--- src/rtl/pipe_front_regs_pkg.sv ---
// Shared constants for the front-end pipeline registers: bubble instruction,
// default reset PC, default control-bundle width and event-counter width.
package pipe_pkg;

    localparam logic [31:0] NOP_INST     = 32'h0000_0013;
    localparam logic [31:0] RESET_PC_DEF = 32'h0000_0000;
    localparam int          CTRL_W_DEF   = 16;
    localparam int          CNT_W        = 16;

endpackage : pipe_pkg

--- src/rtl/pipe_front_regs_if.sv ---
// Hazard-unit control bundle for the front-end pipeline registers.
// The hazard unit drives every signal (master); the register block only
// samples them on the rising clock edge (slave). There is no ready/back-
// pressure path: each enable/stall/flush level is sampled once per edge and
// takes effect on that edge only.
interface pipe_front_regs_if;

    logic PC_EN_IF;
    logic reg_FD_EN;
    logic reg_FD_stall;
    logic reg_FD_flush;
    logic reg_DE_EN;
    logic reg_DE_flush;
    logic clr_cnt;

    modport master (
        output PC_EN_IF, reg_FD_EN, reg_FD_stall, reg_FD_flush,
               reg_DE_EN, reg_DE_flush, clr_cnt
    );

    modport slave (
        input  PC_EN_IF, reg_FD_EN, reg_FD_stall, reg_FD_flush,
               reg_DE_EN, reg_DE_flush, clr_cnt
    );

endinterface : pipe_front_regs_if

--- src/rtl/pipe_front_regs_sat_counter.sv ---
// Saturating up-counter with synchronous clear (clear beats increment).
module sat_counter
    import pipe_pkg::*;
#(
    parameter int W = CNT_W
) (
    input  logic         clk,
    input  logic         rst,
    input  logic         clr,
    input  logic         inc,
    output logic [W-1:0] count
);

    // Count events, stick at all-ones, clear on request.
    always_ff @(posedge clk or posedge rst) begin
        if (rst) begin
            count <= '0;
        end else if (clr) begin
            count <= '0;
        end else if (inc && (count != '1)) begin
            count <= count + W'(1);
        end
    end

endmodule : sat_counter

--- src/rtl/pipe_front_regs.sv ---
// PC, IF/ID and ID/EX pipeline registers with hazard controls, stall/flush
// event counters and a sticky flag for the illegal stall+flush combination.
module pipe_front_regs
    import pipe_pkg::*;
#(
    parameter logic [31:0] RESET_PC = RESET_PC_DEF,
    parameter int          CTRL_W   = CTRL_W_DEF
) (
    input  logic              clk,
    input  logic              rst,
    pipe_front_regs_if.slave  hz,
    input  logic [31:0]       next_pc,
    input  logic [31:0]       inst_IF,
    input  logic [CTRL_W-1:0] ctrl_ID,
    input  logic [4:0]        rd_ID,
    input  logic [4:0]        rs1_ID,
    input  logic [4:0]        rs2_ID,
    input  logic [31:0]       rs1_data_ID,
    input  logic [31:0]       rs2_data_ID,
    input  logic [31:0]       imm_ID,
    output logic [31:0]       PC_IF,
    output logic [31:0]       PC_ID,
    output logic [31:0]       inst_ID,
    output logic              valid_ID,
    output logic [31:0]       PC_EXE,
    output logic [CTRL_W-1:0] ctrl_EXE,
    output logic [4:0]        rd_EXE,
    output logic [4:0]        rs1_EXE,
    output logic [4:0]        rs2_EXE,
    output logic [31:0]       rs1_data_EXE,
    output logic [31:0]       rs2_data_EXE,
    output logic [31:0]       imm_EXE,
    output logic              valid_EXE,
    output logic [CNT_W-1:0]  stall_cnt,
    output logic [CNT_W-1:0]  flush_cnt,
    output logic              protocol_err
);

    // Decoded per-edge actions. A stall on IF/ID overrides a flush there.
    logic fd_stall_act;
    logic fd_flush_act;
    logic de_flush_act;
    logic flush_evt;

    assign fd_stall_act = hz.reg_FD_EN && hz.reg_FD_stall;
    assign fd_flush_act = hz.reg_FD_EN && !hz.reg_FD_stall && hz.reg_FD_flush;
    assign de_flush_act = hz.reg_DE_EN && hz.reg_DE_flush;
    // Simultaneous IF/ID and ID/EX flushes still count as a single event.
    assign flush_evt    = fd_flush_act || de_flush_act;

    // Fetch PC: load when enabled, otherwise hold.
    always_ff @(posedge clk or posedge rst) begin
        if (rst) begin
            PC_IF <= RESET_PC;
        end else if (hz.PC_EN_IF) begin
            PC_IF <= next_pc;
        end
    end

    // IF/ID: disabled or stalled holds, flush inserts a NOP bubble, else load.
    always_ff @(posedge clk or posedge rst) begin
        if (rst) begin
            PC_ID    <= '0;
            inst_ID  <= NOP_INST;
            valid_ID <= 1'b0;
        end else if (hz.reg_FD_EN && !hz.reg_FD_stall) begin
            if (hz.reg_FD_flush) begin
                PC_ID    <= '0;
                inst_ID  <= NOP_INST;
                valid_ID <= 1'b0;
            end else begin
                PC_ID    <= PC_IF;
                inst_ID  <= inst_IF;
                valid_ID <= 1'b1;
            end
        end
    end

    // ID/EX: disabled holds, flush inserts an all-zero bubble, else load.
    always_ff @(posedge clk or posedge rst) begin
        if (rst) begin
            PC_EXE       <= '0;
            ctrl_EXE     <= '0;
            rd_EXE       <= '0;
            rs1_EXE      <= '0;
            rs2_EXE      <= '0;
            rs1_data_EXE <= '0;
            rs2_data_EXE <= '0;
            imm_EXE      <= '0;
            valid_EXE    <= 1'b0;
        end else if (hz.reg_DE_EN) begin
            if (hz.reg_DE_flush) begin
                PC_EXE       <= '0;
                ctrl_EXE     <= '0;
                rd_EXE       <= '0;
                rs1_EXE      <= '0;
                rs2_EXE      <= '0;
                rs1_data_EXE <= '0;
                rs2_data_EXE <= '0;
                imm_EXE      <= '0;
                valid_EXE    <= 1'b0;
            end else begin
                PC_EXE       <= PC_ID;
                ctrl_EXE     <= ctrl_ID;
                rd_EXE       <= rd_ID;
                rs1_EXE      <= rs1_ID;
                rs2_EXE      <= rs2_ID;
                rs1_data_EXE <= rs1_data_ID;
                rs2_data_EXE <= rs2_data_ID;
                imm_EXE      <= imm_ID;
                valid_EXE    <= valid_ID;
            end
        end
    end

    // Sticky flag: hazard unit asked for stall and flush on IF/ID at once.
    always_ff @(posedge clk or posedge rst) begin
        if (rst) begin
            protocol_err <= 1'b0;
        end else if (hz.reg_FD_stall && hz.reg_FD_flush) begin
            protocol_err <= 1'b1;
        end
    end

    sat_counter #(.W(CNT_W)) u_stall_cnt (
        .clk   (clk),
        .rst   (rst),
        .clr   (hz.clr_cnt),
        .inc   (fd_stall_act),
        .count (stall_cnt)
    );

    sat_counter #(.W(CNT_W)) u_flush_cnt (
        .clk   (clk),
        .rst   (rst),
        .clr   (hz.clr_cnt),
        .inc   (flush_evt),
        .count (flush_cnt)
    );

endmodule : pipe_front_regs

--- src/flat_wrapper.sv ---
// flat-port wrapper written by rule: the top's interface ports become plain ports
module pipe_front_regs_flat import pipe_pkg::*;
#(
    parameter logic [31:0] RESET_PC = RESET_PC_DEF,
    parameter int          CTRL_W   = CTRL_W_DEF
)
  (clk, rst, next_pc, inst_IF, ctrl_ID, rd_ID, rs1_ID, rs2_ID, rs1_data_ID, rs2_data_ID, imm_ID, PC_IF, PC_ID, inst_ID, valid_ID, PC_EXE, ctrl_EXE, rd_EXE, rs1_EXE, rs2_EXE, rs1_data_EXE, rs2_data_EXE, imm_EXE, valid_EXE, stall_cnt, flush_cnt, protocol_err, hz_PC_EN_IF, hz_reg_FD_EN, hz_reg_FD_stall, hz_reg_FD_flush, hz_reg_DE_EN, hz_reg_DE_flush, hz_clr_cnt);
  pipe_front_regs_if hz_i ();
  input  logic clk;
  input  logic rst;
  input  logic [31:0] next_pc;
  input  logic [31:0] inst_IF;
  input  logic [CTRL_W-1:0] ctrl_ID;
  input  logic [4:0] rd_ID;
  input  logic [4:0] rs1_ID;
  input  logic [4:0] rs2_ID;
  input  logic [31:0] rs1_data_ID;
  input  logic [31:0] rs2_data_ID;
  input  logic [31:0] imm_ID;
  output logic [31:0] PC_IF;
  output logic [31:0] PC_ID;
  output logic [31:0] inst_ID;
  output logic valid_ID;
  output logic [31:0] PC_EXE;
  output logic [CTRL_W-1:0] ctrl_EXE;
  output logic [4:0] rd_EXE;
  output logic [4:0] rs1_EXE;
  output logic [4:0] rs2_EXE;
  output logic [31:0] rs1_data_EXE;
  output logic [31:0] rs2_data_EXE;
  output logic [31:0] imm_EXE;
  output logic valid_EXE;
  output logic [CNT_W-1:0] stall_cnt;
  output logic [CNT_W-1:0] flush_cnt;
  output logic protocol_err;
  input wire logic [$bits(hz_i.PC_EN_IF)-1:0] hz_PC_EN_IF;
  input wire logic [$bits(hz_i.reg_FD_EN)-1:0] hz_reg_FD_EN;
  input wire logic [$bits(hz_i.reg_FD_stall)-1:0] hz_reg_FD_stall;
  input wire logic [$bits(hz_i.reg_FD_flush)-1:0] hz_reg_FD_flush;
  input wire logic [$bits(hz_i.reg_DE_EN)-1:0] hz_reg_DE_EN;
  input wire logic [$bits(hz_i.reg_DE_flush)-1:0] hz_reg_DE_flush;
  input wire logic [$bits(hz_i.clr_cnt)-1:0] hz_clr_cnt;
  assign hz_i.PC_EN_IF = hz_PC_EN_IF;
  assign hz_i.reg_FD_EN = hz_reg_FD_EN;
  assign hz_i.reg_FD_stall = hz_reg_FD_stall;
  assign hz_i.reg_FD_flush = hz_reg_FD_flush;
  assign hz_i.reg_DE_EN = hz_reg_DE_EN;
  assign hz_i.reg_DE_flush = hz_reg_DE_flush;
  assign hz_i.clr_cnt = hz_clr_cnt;
  pipe_front_regs #(.RESET_PC(RESET_PC), .CTRL_W(CTRL_W)) u_core (.clk(clk), .rst(rst), .hz(hz_i), .next_pc(next_pc), .inst_IF(inst_IF), .ctrl_ID(ctrl_ID), .rd_ID(rd_ID), .rs1_ID(rs1_ID), .rs2_ID(rs2_ID), .rs1_data_ID(rs1_data_ID), .rs2_data_ID(rs2_data_ID), .imm_ID(imm_ID), .PC_IF(PC_IF), .PC_ID(PC_ID), .inst_ID(inst_ID), .valid_ID(valid_ID), .PC_EXE(PC_EXE), .ctrl_EXE(ctrl_EXE), .rd_EXE(rd_EXE), .rs1_EXE(rs1_EXE), .rs2_EXE(rs2_EXE), .rs1_data_EXE(rs1_data_EXE), .rs2_data_EXE(rs2_data_EXE), .imm_EXE(imm_EXE), .valid_EXE(valid_EXE), .stall_cnt(stall_cnt), .flush_cnt(flush_cnt), .protocol_err(protocol_err));
endmodule
--- config.mk ---
export PLATFORM = sky130hd
export DESIGN_NAME = pipe_front_regs_flat
export DESIGN_NICKNAME = d
export VERILOG_FILES = /design/src/rtl/pipe_front_regs_pkg.sv /design/src/rtl/pipe_front_regs_if.sv /design/src/rtl/pipe_front_regs_sat_counter.sv /design/src/rtl/pipe_front_regs.sv /design/src/flat_wrapper.sv
export SDC_FILE = /design/constraint.sdc
export NUM_CORES = 1
export LEC_CHECK = 0
export ABC_AREA = 1
export CAP_MARGIN = 20
export CORE_AREA = 8 8 186 188
export CTS_CLUSTER_SIZE = 8
export DETAILED_ROUTE_END_ITERATION = 12
export DIE_AREA = 0 0 194 196
export PLACE_DENSITY = 0.68
export SETUP_SLACK_MARGIN = 0.2
export SLEW_MARGIN = 5
export SYNTH_ARGS = -nofsm -noshare
export SYNTH_HDL_FRONTEND = slang
export SYNTH_SLANG_ARGS = --single-unit
--- constraint.sdc ---
create_clock -name clk -period 27.4 [get_ports clk]
set_input_delay 2.74 -clock clk [delete_from_list [all_inputs] [get_ports clk]]
set_output_delay 2.74 -clock clk [all_outputs]
set_load 0.02 [all_outputs]
### After elaboration in Yosys (flattened, before gate mapping)

Cells that the tools add are included.

* register bits: 290
* latch bits: 0
* RAM bits: 0
* bits in read-only memories: 0
* input port bits: 200
* output and inout port bits: 290
* word-level logic and storage cells: 47
* memories kept: 0

* $add $sub $neg: 2
* multipliers: 0
* div/mod/pow operators: 0
* order comparisons: 0
* eq/ne operators: 2
* shift-type cells: 0
* mux-type cells: 16
* bitwise gates (word level): 0
* reduce and logical (&&, ||, !) cells: 11

Operators with widths (number)
* $mux 32: 6
* $mux 16: 5
* $add 16x1->16 const B: 2
* $ne 16x16->1 const B: 2
* $mux 5: 3
* $logic_and 1x1->1: 7
* $reduce_bool 2->1: 2
* $mux 1: 2
* $logic_not 1->1: 1
* $logic_or 1x1->1: 1

### Longest topological paths before layout

Gate-level depths: netlist of run 1.

* word-level depth: 7
* mapped depth: 10
* gate-level depth less buffers: 9

### By module

From an unflattened synthesis of run 1, not the netlist that was laid out.

* cell total of the unflattened synthesis: 1523
* area total of the unflattened synthesis: 12298.0 um^2

Modules (own cells, without submodules)
* pipe_front_regs: instances 1, cells an instance 1201, area each 10136.0 um^2, sequential area each 6459.9 um^2
* sat_counter: instances 2, cells an instance 161, area each 1081.0 um^2, sequential area each 400.4 um^2

### Worst setup path before layout of run 1

OpenSTA, ideal clock, no wires.

* path type: input port to flip-flop
* from: in hz_reg_FD_EN
* to: reg u_core.inst_ID[10]
* setup time: 0.121 ns
* arrival: 3.640 ns
* required time: 27.279 ns
* slack: 23.639 ns
* stages: 7
* buffers on the path: 3
* cells stage by stage: inv_1 -> nor2_1 -> buf_2 -> inv_2 -> buf_2 -> buf_2 -> a22o_1

* cells in the longest elaborated chain, start to end: 1

Ends and longest elaborated chain
* start: declaration: line flat_wrapper.sv:37 `input wire logic [$bits(hz_i.reg_FD_EN)-1:0] hz_reg_FD_EN;`
* $logic_and 1x1->1: line pipe_front_regs.sv:66 `end else if (hz.reg_FD_EN && !hz.reg_FD_stall) begin`
* end signal: assignment: line pipe_front_regs.sv:73 `inst_ID <= inst_IF;`
* end: declaration: line pipe_front_regs.sv:23 `output logic [31:0] inst_ID,`

No other way between the ends.
A chain may end at the register's enable or synchronous reset.

### Final worst setup path of run 1

* from: in hz_reg_DE_EN
* to: reg u_core.u_flush_cnt.count[9]

* cells in the longest elaborated chain, start to end: 4

Ends and longest elaborated chain
* start: declaration: line flat_wrapper.sv:40 `input wire logic [$bits(hz_i.reg_DE_EN)-1:0] hz_reg_DE_EN;`
* $logic_and 1x1->1: line pipe_front_regs.sv:47 `assign de_flush_act = hz.reg_DE_EN && hz.reg_DE_flush;`
* $logic_or 1x1->1: line pipe_front_regs.sv:49 `assign flush_evt = fd_flush_act || de_flush_act;`
* $logic_and 1x1->1: line pipe_front_regs_sat_counter.sv:20 `end else if (inc && (count != '1)) begin`
* $reduce_bool 2->1 (no source line)
* end signal: assignment: line pipe_front_regs_sat_counter.sv:21 `count <= count + W'(1);`
* end: declaration: line pipe_front_regs_sat_counter.sv:11 `output logic [W-1:0] count`

No other way between the ends.

==> qor.yml, run 1 <==
run_status:
  status: "finished clean"
cts:
  clkSlewWorstSetupHoldPaths_ns: 0.05
  cts_made_buffers: 42
  ctsResizeCount: 0
  cts_tree: "done"
  clockBufferDepth: 3
  clkSinkCount: 290
  hold_buffers: 0
  post_cts_buffers: 0
  h-tree-depth: 2
  clockRootBuffer: "clkbuf_16"
  clkLatencyLatePin_ns: 0.51
timing:
  fin_crit_sh_pct: 18.4
  finalSetupViolCount: 0
  slew_headroom_pct: 31.2
  rsz0062_at_grt: "no"
  hold_violations: 0
  tns_ns: 0
  max_freq_mhz: 198
  drv_slew: 0
  skew_ns: 0.0101
  finalWorstPathRequiredPeriod_ns: 5.04
  tightest_slew_ns: 1.03
placed_design:
  dpl_cell_area_um2: 16900
  dp_hpwl_mm: 30.6
  place.gp.congestion: 0.864
  io_buffers: 489
routing:
  vias_per_cell: 4.93
  drtIter0Drc: 552
  drc: 0
  drt-total-wl_mm: 42.7
  firstDrtPassIters: 5
  antenna_left: 0
  wl_per_cell_um: 19.8
  vias: 10600
setup_path:
  start_kind: "primary input"
  cp_slowest_stage_delay_ns: 0.70
  rrSetupSlack_ns: 25.49
  crit_chain: "buf_4, buf_4, inv_4, o21ai_1, inv_1, nor2_4, nor2_8, nand2_1, nand2_1"
  crit_path_end_kind: "flip-flop"
  critPathArrivalTime_ns: 5.42
  critical_path_peak_fanout: 67
  slowest_stage: "buf_4"
  path_class: "primary input to flip-flop"
  cp_data_required_time_ns: 27.78
  cp_top_family: "buffers and inverters"
  cp.buffers_inverters: 4
power:
  irDropWorstVdd_uv: 48.3
  p_per_area_nw_per_um2: 64.1
  p_leak_uw: 0.00847
die:
  fp.dieH_um: 196
  die_w_um: 194
  rows: 66
  core-area_um2: 31900
  dieArea_um2: 38000
  ios: 490
  start_util_pct: 36.8
synthesis:
  syn-cell-area_um2: 11700
  ys_seq_area_share_pct: 61.9
  synthCells: 1268
  synth_nets: 1470
  yosysTopAreaCellShare_pct: 61.2
  avgSynthCellArea_um2: 9.25
  yosysWarnings: 0
  synth-seq-cells: 290
  ys_types: 35
  yosys.area.top_type: "dfrtp_1"
  synth_area_leaders: "dfrtp_1 61%, nand2_1 14%, nand3_1 7.2%"
finish:
  finalNetCount: 1937
  area_growth_pct: 54.3
  final_layout_size_suffix_gt1_share_pct: 5.04
  design_area_um2: 18100
grt:
  grt_overflow: 0
  grt_antenna_before_repair: 4
  grt_use_met3_pct: 7.73
  grtUsageMet2_pct: 35.9
  track_usage_pct: 21.7
  grt_pass1_wl_mm: 65.6
  use_met1_pct: 26.1
  grt.busiest_layer: "met2"
  grt_max_degree: 160
  grt_pass1_vias: 10900
min_path:
  min_path_type: "flip-flop to flip-flop"
job:
  drv_cap: 0
==> metal layers <==
metal  wire length, um  part of all wire, %
met2             20700                   48
met3              3750                  8.8
met5                13                0.030
met4              1080                  2.5
met1             17100                   40
==> layout make-up <==
| cell class | count | area, um^2 |
|---|---|---|
| clock buffers | 54 | 1140 |
| diodes | 3 | 7.51 |
| clock inverters | 1 | 8.76 |
| inverters | 98 | 382 |
| flip-flops and latches | 290 | 7260 |
| multi-input cells | 806 | 3790 |
| well taps | 408 | 510 |
| repair buffers | 497 | 5000 |
| fillers | 2814 | 13800 |
==> power breakdown <==
| part | internal (uW) | switching [uW] | total (uW) |
|---|---|---|---|
| clock | 285 | 176 | 461 |
| sequential | 463 | 20.0 | 483 |
| combinational | 100 | 116 | 216 |
| total | 848 | 312 | 1160 |
==> flip-flops by register name, indices dropped and copies added (netlist names), 5 cells and up <==
register	count
u_core.PC_EXE	32
u_core.PC_ID	32
u_core.PC_IF	32
u_core.ctrl_EXE	16
u_core.imm_EXE	32
u_core.inst_ID	32
u_core.rd_EXE	5
u_core.rs1_EXE	5
u_core.rs1_data_EXE	32
u_core.rs2_EXE	5
u_core.rs2_data_EXE	32
u_core.u_flush_cnt.count	16
u_core.u_stall_cnt.count	16
==> cells in the mapped netlist (all sizes together) <==
cell type    n
a21o         1
a21oi        1
a22o        29
buf         26
clkbuf      48
clkinv       2
dfrtp      287
dfstp        3
ha           2
inv         96
nand2      433
nand3      168
nand3b       2
nand4       13
nor2        33
nor3         5
o21ai       70
o21bai       3
o22a         3
o22ai       32
or2          1
xnor2        3
xor2         7
==> through the flow <==
stage	hold slack, ns	instances	worst slack [ns]	utilization [%]	power (uW)
floorplan	0.565	1268	16.66	-	581
global placement	0.442	2097	21.86	53.0	705
detailed placement	0.448	2098	21.86	53.1	707
CTS	0.460	2153	22.40	56.7	1170
global route	0.474	2157	22.17	56.8	1210
finish	0.461	2157	22.36	56.8	1160
==> cell families after synthesis <==
group	count (synthesis)	share of synthesized area [%]
buffers and inverters	172	5.84
adders and majority gates	2	0.213
xor gates and xnor gates	10	0.746
AOI/OAI and AO/OA	139	7.38
DFF	290	61.9
and+or+nand+nor	655	23.9
==> path summary, 6_finish.rpt <==
path,start,to,cells after the start
max in group asynchronous,rst,u_core.inst_ID[21]$_DFFE_PP0N_,3
min reg2reg,u_core.protocol_err$_DFFE_PP0P_,u_core.protocol_err$_DFFE_PP0P_,1
max reg2reg,u_core.u_stall_cnt.count[0]$_DFFE_PP0P_,u_core.u_stall_cnt.count[8]$_DFFE_PP0P_,9
min,u_core.protocol_err$_DFFE_PP0P_,u_core.protocol_err$_DFFE_PP0P_,1
max,hz_reg_DE_EN,u_core.u_flush_cnt.count[9]$_DFFE_PP0P_,9
min in group asynchronous,rst,u_core.rs2_data_EXE[13]$_DFFE_PP0P_,2
==> placed cells by master (no fill, tap or decap), drive strengths merged, types with 2 or more instances in the layout <==
cell,Yosys,routed
o22ai,32,32
o21ai,70,70
nand3,168,168
o22a,3,3
nor3,5,5
dfrtp,287,287
nand2,433,433
clkinv,2,2
xnor2,3,3
xor2,7,7
nand3b,2,2
o21bai,3,3
a22o,29,29
inv,96,97
nand4,13,13
buf,26,10
nor2,33,33
ha,2,2
clkbuf,48,54
diode,0,3
dfstp,3,3
clkdlybuf4s50,0,487
==> worst reg2reg max path, stage by stage (launching register included) <==
cell and delay (ns):
dfrtp_1 0.42, ha_1 0.23, nand2_1 0.13, nor2_2 0.08
nand2_1 0.14, nor2_4 0.07, nor2_4 0.21, clkinv_2 0.28
nand3_1 0.14, nand2_1 0.09
Note: power is estimated with default switching activity, not from simulation.
==> run 2, diff against run 1 <==
--- a/config.mk
+++ b/config.mk
@@ -7,11 +7,11 @@
 export LEC_CHECK = 0
 export ABC_AREA = 1
 export CAP_MARGIN = 20
-export CORE_AREA = 8 8 186 188
+export CORE_AREA = 8 8 185 187
 export CTS_CLUSTER_SIZE = 8
 export DETAILED_ROUTE_END_ITERATION = 12
-export DIE_AREA = 0 0 194 196
-export PLACE_DENSITY = 0.68
+export DIE_AREA = 0 0 193 195
+export PLACE_DENSITY = 0.69
 export SETUP_SLACK_MARGIN = 0.2
 export SLEW_MARGIN = 5
 export SYNTH_ARGS = -nofsm -noshare
==> constraint.sdc (replaced) <==
create_clock -name clk -period 5.3 [get_ports clk]
set_input_delay 0.53 -clock clk [delete_from_list [all_inputs] [get_ports clk]]
set_output_delay 0.53 -clock clk [all_outputs]
set_load 0.02 [all_outputs]
==> qor.yml, run 2 (synthesis gave the netlist of run 1 again) <==
run_status:
  status: "finished clean"  # unchanged
routing:
  wl_per_cell_um: 20.0  # was 19.8 um
  drt-total-wl_mm: 43.1  # was 42.7 mm
  vias: 10800  # was 10600
  vias_per_cell: 5.00  # was 4.93
  drtIter0Drc: 619  # was 552
  antenna_left: 0  # unchanged
  drc: 0  # unchanged
  firstDrtPassIters: 5  # unchanged
timing:
  hold_violations: 0  # unchanged
  skew_ns: 0.0108  # was 0.0101 ns
  finalSetupViolCount: 0  # unchanged
  tightest_slew_ns: 1.02  # was 1.03 ns
  tns_ns: 0  # unchanged
  rsz0062_at_grt: "no"  # unchanged
  max_freq_mhz: 390
  drv_slew: 0  # unchanged
  slew_headroom_pct: 32.0  # was 31.2%
  fin_crit_sh_pct: 48.4
  finalWorstPathRequiredPeriod_ns: 2.56
setup_path:
  crit_path_end_kind: "flip-flop"  # unchanged
  slowest_stage: "clkdlybuf4s50_1"  # was buf_4
  path_class: "primary input to flip-flop"  # unchanged
  rr_endpoint: "u_core.u_stall_cnt.count[11]$_DFFE_PP0P_"  # was u_core.u_stall_cnt.count[8]$_DFFE_PP0P_
  critical_path_peak_fanout: 38  # was 67
  rrSetupSlack_ns: 3.37  # was 25.49 ns
  cp_data_required_time_ns: 5.71  # was 27.78 ns
  crit_cells: 9  # unchanged
  cp_top_family: "buffers and inverters"  # unchanged
  r2r-start: "u_core.u_stall_cnt.count[0]$_DFFE_PP0P_"  # unchanged
  crit_chain: "clkdlybuf4s50_1, inv_1, nor2_2, buf_4, inv_2, nor2_2, buf_4, inv_2, o22ai_1"  # was buf_4, buf_4, inv_4, o21ai_1, inv_1, nor2_4, nor2_8, nand2_1, nand2_1
  critPathArrivalTime_ns: 2.97  # was 5.42 ns
  endpoint: "u_core.PC_ID[11]$_DFFE_PP0N_"  # was u_core.u_flush_cnt.count[9]$_DFFE_PP0P_
  worst_r2r_path_depth: 9  # unchanged
  cp.buffers_inverters: 6  # was 4
  crit_start: "hz_reg_FD_EN"  # was hz_reg_DE_EN
  start_kind: "primary input"  # unchanged
  cp_slowest_stage_delay_ns: 0.48  # was 0.70 ns
die:
  core-area_um2: 31200  # was 31900 um^2
  fp.dieH_um: 195  # was 196 um
  ios: 490  # unchanged
  start_util_pct: 37.6  # was 36.8%
  dieArea_um2: 37600  # was 38000 um^2
  rows: 65  # was 66
  die_w_um: 193  # was 194 um
finish:
  final_layout_size_suffix_gt1_share_pct: 5.03  # was 5.04%
  mostFrequentLayoutCells: "487 x clkdlybuf4s50_1, 425 x nand2_1, 287 x dfrtp_1"  # unchanged
  final_cells: 2156  # was 2157
  final_common_cell: "clkdlybuf4s50_1"  # unchanged
  area_growth_pct: 54.2  # was 54.3%
  finalNetCount: 1938  # was 1937
  fillCellCount: 2725  # was 2814
placed_design:
  dp_hpwl_mm: 30.8  # was 30.6 mm
  place.gp.congestion: 0.820  # was 0.864
  io_buffers: 489  # unchanged
  place_inst: 2093  # was 2098
power:
  p_leak_uw: 0.00847  # about the same
  p_per_area_nw_per_um2: 332  # was 64.1 nW/um^2
  switching_share_pct: 27.0  # was 26.9%
  irDropWorstVdd_uv: 253  # was 48.3 uV
  switching_power_uw: 1620  # was 312 uW
  internal_power_uw: 4380  # was 848 uW
  pwr-share-clk_pct: 39.7  # about the same
  pwr-share-comb_pct: 18.7  # was 18.6%
  power_frac_seq_pct: 41.6  # about the same
job:
  drv_cap: 0  # unchanged
cts:
  clockBufferDepth: 3  # unchanged
  clkLatencyLatePin_ns: 0.51  # about the same
  cts_made_buffers: 42  # unchanged
  clkSinkCount: 290  # unchanged
  clkSlewWorstSetupHoldPaths_ns: 0.05  # about the same
  post_cts_buffers: 0  # unchanged
  clockRootBuffer: "clkbuf_16"  # unchanged
  h-tree-depth: 2  # unchanged
  ctsResizeCount: 0  # unchanged
  cts_tree: "done"  # unchanged
  hold_buffers: 0  # unchanged
grt:
  track_usage_pct: 22.1  # was 21.7%
  grt_pass1_vias: 11100  # was 10900
  grt_max_degree: 125  # was 160
  grt_overflow: 0  # unchanged
  grt_pass1_wl_mm: 65.3  # was 65.6 mm
  grt_antenna_before_repair: 5  # was 4
min_path:
  min_path_type: "primary input to async pin"  # was flip-flop to flip-flop
==> run 2: power groups by stage <==
stage               Sequential (uW)  Combinational (uW)  Clock, uW
floorplan                      2740                 268          0
global placement               2520                1120          0
detailed placement             2530                1130          0
CTS                            2500                1140       2450
global route                   2520                1200       2550
finish                         2500                1120       2380
==> run 2: through the flow <==
| stage | power (uW) | instance area (um^2) | hold slack (ns) | utilization, % | worst slack, ns |
|---|---|---|---|---|---|
| floorplan | 3010 | 11700 | 0.565 | - | 0.925 |
| finish | 6000 | 18100 | 0.340 | 57.9 | 2.74 |
| global placement | 3650 | 16900 | 0.460 | 54.2 | 2.25 |
| global route | 6260 | 18100 | 0.345 | 57.9 | 2.61 |
| CTS | 6080 | 18100 | 0.478 | 57.8 | 2.78 |
| detailed placement | 3660 | 16900 | 0.464 | 54.2 | 2.23 |
==> run 2: metal layers <==
metal  global-route usage (%)  wire (um)  vias to the layer above
li1                         -          -                     5029
met1                     25.5      16300                     5226
met2                     37.3      21100                      439
met3                     7.82       4160                       78
met4                     8.18       1460                        2
met5                        0         13                        -
==> run 2: worst min-delay path by stage <==
| stage | from | end | depth (start not counted) |
|---|---|---|---|
| after floorplan | u_core.protocol_err$_DFFE_PP0P_ | u_core.protocol_err$_DFFE_PP0P_ | 1 |
| after global placement | u_core.imm_EXE[7]$_DFFE_PP0P_ | u_core.imm_EXE[7]$_DFFE_PP0P_ | 2 |
| after detailed placement | u_core.rs1_data_EXE[3]$_DFFE_PP0P_ | u_core.rs1_data_EXE[3]$_DFFE_PP0P_ | 2 |
| after CTS | u_core.rs2_data_EXE[0]$_DFFE_PP0P_ | u_core.rs2_data_EXE[0]$_DFFE_PP0P_ | 2 |
| after global routing | rst | u_core.PC_ID[5]$_DFFE_PP0N_ | 2 |
| final | rst | u_core.PC_ID[7]$_DFFE_PP0N_ | 2 |
==> run 2: layout make-up <==
cell class	count	area [um^2]	area share, %
flip-flops and latches	290	7260	40.1
repair buffers	498	5000	27.7
multi-input cells	806	3790	20.9
clock buffers	57	1140	6.29
well taps	402	503	2.78
inverters	98	377	2.08
diodes	4	10.0	0.0553
clock inverters	1	8.76	0.0484
==> run 2: worst reg2reg max path: stages, from the launching register on <==
cell and delay, ns:
dfrtp_1 0.42, ha_1 0.23, nand2_1 0.15, nor2_2 0.08, nand2_1 0.15, nor2_4 0.07
nor2_4 0.21, clkinv_2 0.29, nand3_1 0.15, nand2_1 0.08
